==> src/rtl/stereo_audio_parallelizer_if.sv <==
// Handshake bundle for the stereo parallelizer: tagged serial words in, left/right pairs out.
// slave = the parallelizer itself, master = the surrounding producer/consumer.
interface stereo_audio_parallelizer_if #(
  parameter int WIDTH = 32
);
  logic             i_valid;
  logic             i_ready;
  logic             i_is_left;
  logic [WIDTH-1:0] i_audio;
  logic             o_valid;
  logic             o_ready;
  logic [WIDTH-1:0] o_left;
  logic [WIDTH-1:0] o_right;

  modport slave (
    input  i_valid, i_is_left, i_audio, o_ready,
    output i_ready, o_valid, o_left, o_right
  );

  modport master (
    output i_valid, i_is_left, i_audio, o_ready,
    input  i_ready, o_valid, o_left, o_right
  );
endinterface

==> src/rtl/stereo_audio_parallelizer.sv <==
// Pairs interleaved left/right audio words into one parallel stereo frame per right word.
// Optional macro STEREO_AUDIO_PARALLELIZER_RESYNC_EN: drop right words that arrive without a held left word.
module stereo_audio_parallelizer #(
  parameter int WIDTH = 32
) (
  input  logic                        clk,
  input  logic                        reset,
  stereo_audio_parallelizer_if.slave  bus
);

  logic [WIDTH-1:0] left_reg;
  logic [WIDTH-1:0] o_left_reg;
  logic [WIDTH-1:0] o_right_reg;
  logic             o_valid_reg;
  logic             in_fire;
  logic             out_fire;
  logic             pair_ok;

  // Input is stalled for the whole time a pair is pending, so in_fire and out_fire never coincide.
  assign in_fire  = bus.i_valid && !o_valid_reg;
  assign out_fire = o_valid_reg && bus.o_ready;

`ifdef STEREO_AUDIO_PARALLELIZER_RESYNC_EN
  logic have_left_reg;

  assign pair_ok = have_left_reg;

  always_ff @(posedge clk or posedge reset) begin
    if (reset) begin
      have_left_reg <= 1'b0;
    end else if (in_fire) begin
      have_left_reg <= bus.i_is_left;
    end
  end
`else
  assign pair_ok = 1'b1;
`endif

  always_ff @(posedge clk or posedge reset) begin
    if (reset) begin
      left_reg    <= '0;
      o_left_reg  <= '0;
      o_right_reg <= '0;
      o_valid_reg <= 1'b0;
    end else begin
      if (out_fire) begin
        o_valid_reg <= 1'b0;
      end
      if (in_fire) begin
        if (bus.i_is_left) begin
          left_reg <= bus.i_audio;
        end else if (pair_ok) begin
          o_left_reg  <= left_reg;
          o_right_reg <= bus.i_audio;
          o_valid_reg <= 1'b1;
        end
      end
    end
  end

  assign bus.i_ready = !o_valid_reg;
  assign bus.o_valid = o_valid_reg;
  assign bus.o_left  = o_left_reg;
  assign bus.o_right = o_right_reg;

endmodule

==> src/flat_wrapper.sv <==
// flat-port wrapper written by rule: the top's interface ports become plain ports
module stereo_audio_parallelizer_flat 
#(
  parameter int WIDTH = 32
)
  (clk, reset, bus_i_valid, bus_i_is_left, bus_i_audio, bus_o_ready, bus_i_ready, bus_o_valid, bus_o_left, bus_o_right);
  stereo_audio_parallelizer_if #(.WIDTH(WIDTH)) bus_i ();
  input  logic clk;
  input  logic reset;
  input wire logic [$bits(bus_i.i_valid)-1:0] bus_i_valid;
  input wire logic [$bits(bus_i.i_is_left)-1:0] bus_i_is_left;
  input wire logic [$bits(bus_i.i_audio)-1:0] bus_i_audio;
  input wire logic [$bits(bus_i.o_ready)-1:0] bus_o_ready;
  output wire logic [$bits(bus_i.i_ready)-1:0] bus_i_ready;
  output wire logic [$bits(bus_i.o_valid)-1:0] bus_o_valid;
  output wire logic [$bits(bus_i.o_left)-1:0] bus_o_left;
  output wire logic [$bits(bus_i.o_right)-1:0] bus_o_right;
  assign bus_i.i_valid = bus_i_valid;
  assign bus_i.i_is_left = bus_i_is_left;
  assign bus_i.i_audio = bus_i_audio;
  assign bus_i.o_ready = bus_o_ready;
  assign bus_i_ready = bus_i.i_ready;
  assign bus_o_valid = bus_i.o_valid;
  assign bus_o_left = bus_i.o_left;
  assign bus_o_right = bus_i.o_right;
  stereo_audio_parallelizer #(.WIDTH(WIDTH)) u_core (.clk(clk), .reset(reset), .bus(bus_i));
endmodule
==> config.mk <==
export PLATFORM = sky130hd
export DESIGN_NAME = stereo_audio_parallelizer_flat
export DESIGN_NICKNAME = d
export VERILOG_FILES = /design/src/rtl/stereo_audio_parallelizer_if.sv /design/src/rtl/stereo_audio_parallelizer.sv /design/src/flat_wrapper.sv
export SDC_FILE = /design/constraint.sdc
export NUM_CORES = 1
export LEC_CHECK = 0
export CAP_MARGIN = 40
export CORE_UTILIZATION = 43
export DETAILED_ROUTE_END_ITERATION = 8
export PLACE_DENSITY = 0.79
export SYNTH_ARGS = -nofsm -noshare
export SYNTH_HDL_FRONTEND = slang
export SYNTH_SLANG_ARGS = --single-unit
==> constraint.sdc <==
create_clock -name clk -period 3.5 [get_ports clk]
set_input_delay 1.05 -clock clk [delete_from_list [all_inputs] [get_ports clk]]
set_output_delay 1.05 -clock clk [all_outputs]
set_load 0.05 [all_outputs]
-- Yosys cells after proc, flatten, opt, wreduce, memory -nomap -nowiden
Cells that the tools add are included.
W data, S select, Z words.
- flip-flop bits (word level): 97
- latch bits: 0
- memory bits (writable): 0
- bits in read-only memories: 0
- input bits: 37
- output and inout bits: 66
- word-level logic and storage cells: 13
- memories: 0
- add/sub/neg operators: 0
- multiply operators: 0
- divide/modulo/power cells: 0
- order comparisons: 0
- equal/unequal tests: 0
- shift-type cells: 0
- multiplexer cells: 3
- bitwise gates (word level): 1
- reductions and logical operators: 5
- operators with widths (cell ; number):
    $reduce_and A2 Y1 ; 2
    $mux W1 ; 3
    $logic_and A1 B1 Y1 ; 2
    $logic_not A1 Y1 ; 1
    $not A1 Y1 ; 1

-- Logic depth before layout (Yosys ltp)
- depth after elaboration: 4
- gate-level depth with buffers: 4
- depth with buffers taken out: 2

-- Worst setup path before layout
No wires, ideal clock.
- path kind: register -> output
- start point: register u_core.o_valid_reg, in the netlist u_core.bus.o_valid
- end point: output bus_i_ready
- arrival: 1.006 ns
- data required time: 2.450 ns
- setup slack: 1.444 ns
- stages on the path, launching flop included: 2
- path buffers: 0
- cell sequence: dfrtp_1 > inv_1
- word-level cells in the longest chain between the ends: 1
- RTL lines (element ; RTL line ; source):
    from (decl) ; stereo_audio_parallelizer.sv:14 ; logic o_valid_reg;
    from (signal assigned) ; stereo_audio_parallelizer.sv:44 ; o_valid_reg <= 1'b0;
    from (signal assigned) ; stereo_audio_parallelizer.sv:47 ; o_valid_reg <= 1'b0;
    from (signal assigned) ; stereo_audio_parallelizer.sv:55 ; o_valid_reg <= 1'b1;
    $logic_not A1 Y1 ; stereo_audio_parallelizer.sv:61 ; assign bus.i_ready = !o_valid_reg;
    to (decl) ; flat_wrapper.sv:14 ; output wire logic [$bits(bus_i.i_ready)-1:0] bus_i_ready;
Every way passes these cells.

-- Final worst setup path
Same ends and word-level chain as after synthesis.

==> results.cfg <==
[status]
status = complete, no violations

[floorplanning]
initial_core_util_pct = 44.4
die_h_um = 94.1
die_area_um2 = 8860
rows = 33
core-area_um2 = 8220
die_w_um = 94.1
io_pins = 103

[placed_design]
dp.cells = 409
dpl_cell_area_um2 = 4760
hpwl_mm = 4.23
portBuffers = 102
place.gp.congestion = 0.658

[detailed_routing]
first_pass_iters = 3
drt-wirelength-per-cell_um = 14.9
vias_per_cell = 4.78
dr_total_vias = 2031
drtAntennaViolNets = 0
routed_wl_mm = 6.34
drt_iter0_drc = 40
drcViolationCount = 0

[worst_setup_path]
path_max_fanout = 4
worstSetupPathType = reg2out
r2r_end = u_core.left_reg[17]$_DFFE_PP0P_
cp.arrival_ps = 1670
cp-end-kind = primary output
r2r_start = u_core.bus.o_valid$_DFF_PP0_
r2r_slack_ps = 1840
rr_worst_depth = 3
crit_required_ps = 2450
crit_path_start_kind = register

[power]
p_comb_share_pct = 42.6
p_sw_share_pct = 39.4
pwr-share-seq_pct = 39.7
pwr_density_cell_nw_per_um2 = 801
power.internal_uw = 2410
peakVddDrop_mv = 0.454
p_leak_uw = 0.00206
netSwitchingPower_uw = 1570
p_clk_share_pct = 17.7

[clock_network]
insertion_delay_ps = 340
cts.sinks = 97
ctsHoldBuffers = 0
cts_resized = 0
htreeDepth = 3
cts.reportedPaths.clkPinSlew_ps = 90
tritoncts = done
clock_tree.root_cell = clkbuf_8
clk_path_buf_depth = 2
numCtsBuffers = 9
post_cts_buffers = 0

[global_routing]
grt.total_usage_pct = 15.5
grt_pass1_wl_mm = 10.4
antenna_found_initial = 0
grt_max_degree = 98
overflow = 0
grt_pass1_vias = 2160

[timing]
finalSetupTns_ps = 0
tightest_slew_ps = 533
relSlewSlack_pct = 64.3
max_freq_ghz = 0.368
rsz0062_at_grt = false
slew_violations = 0
fin_crit_sh_pct = 77.7
layout_min_cycle_time_ps = 2720
final.setup_skew_ps = 10.9
hold_viol = 0
setup_viol = 0

[yosys]
syn-cell-area_um2 = 3650
syn_inst = 208
synth_seq_cells = 97
seq_area_frac_synth_pct = 66.5
ys_types = 9
yosysWarnings = 0
synth_nets = 245
avgSynthCellArea_um2 = 17.5

[finish]
register_area_um2 = 2430
final_nets = 352
area_delta_synth_final_pct = 35.9
multi_input_area_um2 = 1120
instances_no_fill = 425
fin_util_pct = 60.3
design_area_um2 = 4960
drive_gt1_share_pct = 37.2
nFillCells = 638
insertedDiodeCount = 0

[worst_hold_path]
min_to = u_core.bus.o_left[23]$_DFFE_PP0P_
min_from = u_core.left_reg[23]$_DFFE_PP0P_
hold_path_depth = 1
hp-class = reg2reg

[flow_run]
drv_cap = 0
-- metrics by stage --
step,power (uW),hold slack (ps),worst slack (ps)
6_report,3970,504,780
5_1_grt,4160,514,708
4_1_cts,4020,506,755
3_5_place_dp,3310,486,780
3_3_place_gp,3270,480,797
2_1_floorplan,2720,474,1300
-- worst max-delay path by stage --
stage,to,start,cells after the start,slack [ps]
finish,bus_i_ready,u_core.bus.o_valid$_DFF_PP0_,2,780
global route,bus_i_ready,u_core.bus.o_valid$_DFF_PP0_,2,710
CTS,bus_i_ready,u_core.bus.o_valid$_DFF_PP0_,2,760
detailed placement,u_core.left_reg[21]$_DFFE_PP0P_,bus_i_is_left,4,780
global placement,u_core.left_reg[18]$_DFFE_PP0P_,bus_i_is_left,4,800
floorplan,u_core.bus.o_left[0]$_DFFE_PP0P_,reset,1,1300
-- worst max-delay path, cell delays in order (launching register included) --
cell	delay (ps)
dfrtp_1	430
inv_1	90
clkdlybuf4s50_1	800
-- layer usage --
layer | up-vias | global-route usage (%) | part of all wire, %
met3 | 6 | 4.29 | 5.9
met1 | 1019 | 20.2 | 46
li1 | 943 | - | -
met4 | 0 | 5.77 | 0.92
met2 | 63 | 24.8 | 47
met5 | - | 0 | 0
-- cell usage after synthesis --
library cell | instances | area (um2)
mux2_2 | 96 | 1080
buf_6 | 8 | 90.1
dfrtp_1 | 97 | 2430
buf_2 | 1 | 5.00
o21bai_1 | 1 | 7.51
nor3b_2 | 1 | 12.5
buf_4 | 1 | 7.51
inv_1 | 2 | 7.51
nand3b_2 | 1 | 11.3
-- cells in the final DEF (no fill, tap or decap) --
master,n
clkdlybuf4s50_1,102
dfrtp_1,97
nand3b_2,1
nor3b_4,1
bufinv_16,1
inv_6,1
clkbuf_8,9
mux2_2,96
clkinv_4,1
clkinvlp_4,2
buf_12,2
o21bai_1,1
clkinv_2,3
inv_1,1
buf_4,2
-- area by class of cell --
type                            count  area share (%)
Inverter                            2           0.227
Timing Repair Buffer              106            21.7
Tap cell                          105            2.65
Sequential cell                    97            49.0
Clock inverter                      7            1.41
Clock buffer                        9            2.50
Multi-Input combinational cell     99            22.6
-- cells by family (layout without fill, tap and decap cells) --
family	Yosys count	after routing	synth area share (%)
AO/OA/AOI/OAI	1	1	0.206
buffers and inverters	12	124	3.02
flip-flops	97	97	66.5
multiplexers	96	96	29.6
AND/OR/NAND/NOR	2	2	0.651
-- power groups by stage --
stage / clock network, uW / logic [uW] / registers [uW]
floorplan: 0 / 341 / 2380
global placement: 0 / 1690 / 1580
detailed placement: 0 / 1710 / 1600
CTS: 731 / 1710 / 1580
global route: 779 / 1760 / 1620
finish: 704 / 1690 / 1580
Power figures use the tool's default switching activity.
